<file path="src/rtl/ur_burst_arb.sv">
// Round-robin burst read arbiter in front of the unified RAM.
// Optional per-requester beat statistics: define UR_BURST_ARB_STATS_EN.
module ur_burst_arb #(
  parameter int NUM_REQ    = 6,
  parameter int ADDR_WIDTH = 11,
  parameter int DATA_WIDTH = 128,
  parameter int LEN_WIDTH  = 8
) (
  input  logic                          clk,
  input  logic                          rst_n,
  input  logic [NUM_REQ-1:0]            req_valid,
  output logic [NUM_REQ-1:0]            req_ready,
  input  logic [NUM_REQ*ADDR_WIDTH-1:0] req_addr,
  input  logic [NUM_REQ*LEN_WIDTH-1:0]  req_len,
  output logic                          ur_re,
  output logic [3:0]                    ur_id,
  output logic [ADDR_WIDTH-1:0]         ur_addr,
  input  logic [DATA_WIDTH-1:0]         ur_rdata,
  output logic [NUM_REQ-1:0]            rsp_valid,
  output logic [DATA_WIDTH-1:0]         rsp_data,
  output logic                          rsp_last,
  output logic                          busy,
  input  logic [3:0]                    stat_sel,
  output logic [31:0]                   stat_beats
);

  typedef enum logic [1:0] {IDLE, ISSUE, DRAIN} state_t;

  localparam logic [NUM_REQ-1:0] ONE_HOT0 = {{(NUM_REQ-1){1'b0}}, 1'b1};

  state_t                  state_q, state_d;
  logic [3:0]              rr_ptr_q, rr_ptr_d;
  logic [3:0]              owner_q, owner_d;
  logic [ADDR_WIDTH-1:0]   cur_addr_q, cur_addr_d;
  logic [LEN_WIDTH-1:0]    cnt_q, cnt_d;
  logic [NUM_REQ-1:0]      rsp_valid_q, rsp_valid_d;
  logic                    rsp_last_q, rsp_last_d;

  logic [2*NUM_REQ-1:0]    req_rot;
  logic                    grant_found;
  logic [4:0]              grant_sum;
  logic [3:0]              grant_idx;
  logic [ADDR_WIDTH-1:0]   sel_addr;
  logic [LEN_WIDTH-1:0]    sel_len;

  // Rotating the doubled request vector puts rr_ptr at bit 0, so the
  // lowest set bit is the next requester in round-robin order.
  assign req_rot = {req_valid, req_valid} >> rr_ptr_q;

  always_comb begin
    grant_found = 1'b0;
    grant_sum   = '0;
    for (int unsigned i = 0; i < NUM_REQ; i++) begin
      if (!grant_found && req_rot[i]) begin
        grant_found = 1'b1;
        grant_sum   = {1'b0, rr_ptr_q} + 5'(i);
      end
    end
    if (grant_sum >= 5'(NUM_REQ)) grant_sum = grant_sum - 5'(NUM_REQ);
    grant_idx = grant_sum[3:0];
  end

  always_comb begin
    sel_addr  = '0;
    sel_len   = '0;
    req_ready = '0;
    for (int unsigned i = 0; i < NUM_REQ; i++) begin
      if (grant_idx == 4'(i)) begin
        sel_addr     = req_addr[i*ADDR_WIDTH +: ADDR_WIDTH];
        sel_len      = req_len[i*LEN_WIDTH +: LEN_WIDTH];
        req_ready[i] = rst_n && (state_q == IDLE) && grant_found;
      end
    end
  end

  always_comb begin
    state_d     = state_q;
    rr_ptr_d    = rr_ptr_q;
    owner_d     = owner_q;
    cur_addr_d  = cur_addr_q;
    cnt_d       = cnt_q;
    rsp_valid_d = '0;
    rsp_last_d  = 1'b0;
    unique case (state_q)
      IDLE: begin
        if (grant_found) begin
          owner_d    = grant_idx;
          cur_addr_d = sel_addr;
          cnt_d      = sel_len;
          rr_ptr_d   = (grant_idx == 4'(NUM_REQ-1)) ? 4'd0 : grant_idx + 4'd1;
          state_d    = ISSUE;
        end
      end
      ISSUE: begin
        cur_addr_d  = cur_addr_q + 1'b1;
        rsp_valid_d = ONE_HOT0 << owner_q;
        rsp_last_d  = (cnt_q == '0);
        if (cnt_q == '0) state_d = DRAIN;
        else             cnt_d   = cnt_q - 1'b1;
      end
      DRAIN:   state_d = IDLE;
      default: state_d = IDLE;
    endcase
  end

  always_ff @(posedge clk or negedge rst_n) begin
    if (!rst_n) begin
      state_q     <= IDLE;
      rr_ptr_q    <= '0;
      owner_q     <= '0;
      cur_addr_q  <= '0;
      cnt_q       <= '0;
      rsp_valid_q <= '0;
      rsp_last_q  <= 1'b0;
    end else begin
      state_q     <= state_d;
      rr_ptr_q    <= rr_ptr_d;
      owner_q     <= owner_d;
      cur_addr_q  <= cur_addr_d;
      cnt_q       <= cnt_d;
      rsp_valid_q <= rsp_valid_d;
      rsp_last_q  <= rsp_last_d;
    end
  end

  // Busy covers the accept cycle as well, so a burst reads as N+2 busy cycles.
  assign ur_re     = (state_q == ISSUE);
  assign ur_id     = ur_re ? owner_q : '0;
  assign ur_addr   = ur_re ? cur_addr_q : '0;
  assign rsp_valid = rsp_valid_q;
  assign rsp_last  = rsp_last_q;
  assign rsp_data  = ur_rdata;
  assign busy      = (state_q != IDLE) || (|req_ready);

`ifdef UR_BURST_ARB_STATS_EN
  logic [31:0] beats_q [NUM_REQ];
  logic [31:0] beats_d [NUM_REQ];
  logic [31:0] stat_q, stat_d;

  always_comb begin
    stat_d = '0;
    for (int unsigned i = 0; i < NUM_REQ; i++) begin
      beats_d[i] = beats_q[i];
      if (rsp_valid_q[i] && (beats_q[i] != '1)) beats_d[i] = beats_q[i] + 32'd1;
      if (stat_sel == 4'(i)) stat_d = beats_q[i];
    end
  end

  always_ff @(posedge clk or negedge rst_n) begin
    if (!rst_n) begin
      for (int unsigned i = 0; i < NUM_REQ; i++) beats_q[i] <= '0;
      stat_q <= '0;
    end else begin
      for (int unsigned i = 0; i < NUM_REQ; i++) beats_q[i] <= beats_d[i];
      stat_q <= stat_d;
    end
  end

  assign stat_beats = stat_q;
`else
  logic stat_sel_unused;
  assign stat_sel_unused = ^stat_sel;
  assign stat_beats      = '0;
`endif

endmodule

</file>
<file path="config.mk">
export PLATFORM = sky130hd
export DESIGN_NAME = ur_burst_arb
export DESIGN_NICKNAME = d
export VERILOG_FILES = /design/src/rtl/ur_burst_arb.sv
export SDC_FILE = /design/constraint.sdc
export NUM_CORES = 1
export LEC_CHECK = 0
export BUFFER_PORTS_ARGS = -buffer_cell sky130_fd_sc_hd__buf_2
export CAP_MARGIN = 10
export CORE_AREA = 3 3 169 171
export DETAILED_ROUTE_END_ITERATION = 6
export DIE_AREA = 0 0 172 174
export HOLD_SLACK_MARGIN = 0.02
export SLEW_MARGIN = 10
export SYNTH_ARGS = -nofsm -noshare
export SYNTH_HDL_FRONTEND = slang
export SYNTH_SLANG_ARGS = --single-unit
export TNS_END_PERCENT = 20
</file>
<file path="constraint.sdc">
create_clock -name clk -period 15.72 [get_ports clk]
set_input_delay 3.93 -clock clk [delete_from_list [all_inputs] [get_ports clk]]
set_output_delay 3.93 -clock clk [all_outputs]
set_load 0.03 [all_outputs]
</file>
==> flow_summary.json <==
{
  "outcome": "completed",
  "post_cts_resize_count": 0,
  "drive_gt1_frac": 0.2900,
  "grt_pass1_vias": 4808,
  "tns_ns": 0,
  "r2r-start": "rr_ptr_q[2]$_DFFE_PN0P_",
  "die_w_um": 172,
  "multi_input_area_um2": 3162,
  "hold_viol": 0,
  "path_clk_slew_ns": 0.05,
  "worstSkewPairLatency_ns": 0.28,
  "ys_seq_area_frac": 0.1664,
  "synth_edf_count": 0,
  "synth-compound-area-share": 0.2532,
  "worstSetupPathType": "in -> out",
  "rsz0062_at_grt": "false",
  "core_um2": 27030,
  "clockBufferDepth": 2,
  "die-area_um2": 29930,
  "synth.area.mux_share": 0.06285,
  "nets": 958,
  "hold_depth": 1,
  "synth_flop_cell": "dfrtp_1",
  "cts_tree": "yes",
  "holdCritStartpoint": "owner_q[1]$_DFFE_PN0P_",
  "maxSlewViolCount": 0,
  "cts_sinks": 36,
  "grt_pass1_wl_mm": 29.75,
  "worstSetupEndpointType": "primary output",
  "cts_buffers": 5,
  "setup_viol": 0,
  "postSynthAreaPerCell_um2": 7.825,
  "hold-path-endpoint": "rsp_valid[1]$_DFF_PN0_",
  "period_minus_slack_ns": 12.61,
  "synth_xor_area_frac": 0.01918,
  "drtIter0Drc": 444,
  "yosys_warnings": 0,
  "synthDistinctLibCells": 87,
  "synth-seq-cells": 36,
  "nFillCells": 2995,
  "antenna_found_initial": 1,
  "io_buffer_count": 151,
  "reg2reg_depth": 17,
  "synthesis.area_um2": 5415,
  "grtUsageTotal": 0.1287,
  "synth_top_family_by_area": "buffers and inverters",
  "crit_fanout": 14,
  "dr.pass1.iters": 5,
  "hp-class": "reg -> reg",
  "htreeDepth": 2,
  "holdBufCountCts": 0,
  "post-cts-setup-buffers": 0,
  "grt_max_degree": 38,
  "skew_ns": 0.005002,
  "crit_arrival_ns": 8.68,
  "regArea_um2": 900.9,
  "synth_top_area_share": 0.2274,
  "viasPerCell": 4.937,
  "num_vias": 5105,
  "fin_crit_sh": 0.8023,
  "die_height_um": 174,
  "routedWlPerCell_um": 19.83,
  "antennaDiodeCount": 0,
  "cp_slowest_cell": "and3_1",
  "drv_cap": 0,
  "io_pins": 444,
  "crit_required_ns": 11.79,
  "synth_area_leaders": "buf_4 23%, dfrtp_1 17%, nand2_1 4.5%, mux2i_1 3.9%, o21ai_0 3.1%",
  "tightest_slew_ns": 0.9994,
  "async_reset_ff_frac": 1.000,
  "drt_wl_total_mm": 20.50,
  "r2r_end": "cnt_q[0]$_DFFE_PN0P_",
  "cp_cell_sequence": "buf_2 -> mux2_2 -> a221oi_2 -> o22ai_2 -> nor2_2 -> nor4b_1 -> a21oi_2 -> inv_2 -> ha_1 -> nor2_1 -> and3_1 -> o31a_1 -> nand3_1 -> and3_1 -> and3_4 -> nor4_1 -> o21ai_0 -> buf_2",
  "relSlewSlack": 0.3313,
  "synthAdderAreaFrac": 0.02542,
  "fmax_mhz": 79.28,
  "synth_top_area_cell": "buf_4",
  "dp_hpwl_mm": 16.10,
  "cp-start-kind": "input pin",
  "placement_rows": 60,
  "area_growth_pct": 1.617,
  "start_util": 0.2004,
  "reg2reg_slack_ns": 9.73,
  "grt.overflow.total": 0,
  "gp_congestion": 0.9217,
  "antenna_left": 0,
  "drc": 0,
  "syn_inst": 692,
  "slowest_delay_ns": 0.50,
  "synth-simple-area-share": 0.2010,
  "clockRootBuffer": "clkbuf_16"
}
[area by class of cell]
type | count | share of cell area
multi-input cells | 476 | 0.5746
clock buffers | 7 | 0.02774
well taps | 341 | 0.07754
flip-flops and latches | 36 | 0.1637
inverters | 18 | 0.01228
repair buffers | 156 | 0.1442
[worst max-delay path: cells and delay by family]
| family | cells | cell delay, ns |
|---|---|---|
| multiplexers | 1 | 0.31 |
| AND/OR/NAND/NOR | 8 | 2.14 |
| AO/OA/AOI/OAI | 5 | 1.49 |
| buffers and inverters | 3 | 0.55 |
| adder cells (fa/ha/maj) | 1 | 0.25 |
[routing by layer]
metal	track usage	wire length, µm
met3	0.03912	2106
met4	0.04158	568
met2	0.1846	8787
met1	0.1828	9038
met5	0	0
[cells in the mapped netlist, drive strengths merged, types with 7 or more instances]
cell,instances
buf,180
nand2,65
o21ai,41
nor2,38
dfrtp,36
a21oi,28
mux2i,22
and2,19
a221oi,17
inv,17
nor3,17
clkbuf,13
and3,12
ha,11
nor4,11
nand2b,10
o22ai,10
a22oi,9
nand3,9
a211oi,8
a22o,8
a31oi,8
mux2,8
xnor2,8
nor2b,7
o221ai,7
[worst max-delay path by stage]
stage | depth (start not counted) | slack, ns | to | from
final | 18 | 3.11 | busy | req_valid[5]
after global routing | 17 | 2.76 | busy | req_valid[4]
after CTS | 18 | 3.15 | busy | req_valid[5]
after detailed placement | 18 | 3.18 | busy | req_valid[5]
after global placement | 18 | 3.13 | busy | req_valid[5]
after floorplan | 19 | 3.77 | busy | req_valid[3]
[cell usage in the layout, fill, tap and decap left out, types with 10 or more instances in the layout]
cell | synthesis | layout
buf_2 | 7 | 151
nand2_1 | 65 | 65
nor2_1 | 36 | 36
dfrtp_1 | 36 | 36
o21ai_0 | 34 | 33
conb_1 | 1 | 32
a21oi_1 | 25 | 25
mux2i_1 | 21 | 21
and2_1 | 18 | 18
inv_1 | 16 | 16
a221oi_1 | 14 | 14
nor3_1 | 13 | 13
and3_1 | 11 | 11
ha_1 | 11 | 11
nand2b_1 | 10 | 10
nor4_1 | 10 | 10
[registers in the layout (all words and copies together), names as in the netlist]
register and flops:
rsp_last 1, cnt_q 8, state_q 2, rsp_valid 6, rr_ptr_q 4, cur_addr_q 11
owner_q 4
[per-stage QoR]
step / cell area [µm²] / utilization / hold WS [ns] / setup slack (ns) / cells
after floorplan: 5532 / - / 0.4548 / 3.771 / 723
after global placement: 5350 / 0.1980 / 0.4798 / 3.130 / 1027
after detailed placement: 5350 / 0.1980 / 0.4862 / 3.184 / 1027
after CTS: 5503 / 0.2036 / 0.4944 / 3.148 / 1034
after global routing: 5503 / 0.2036 / 0.5298 / 2.759 / 1034
final: 5503 / 0.2036 / 0.4975 / 3.107 / 1034
[cells by family (layout without fill, tap and decap cells)]
family	count (synthesis)	in the layout
multiplexers	31	31
AND/OR/NAND/NOR	207	207
other	1	32
adder cells (fa/ha/maj)	11	11
buffers and inverters	211	181
AO/OA/AOI/OAI	184	184
flip-flops	36	36
XOR/XNOR	11	11
Power is not shown: default switching activity piles up to over one toggle a cycle in this logic, so the estimate is an artifact.
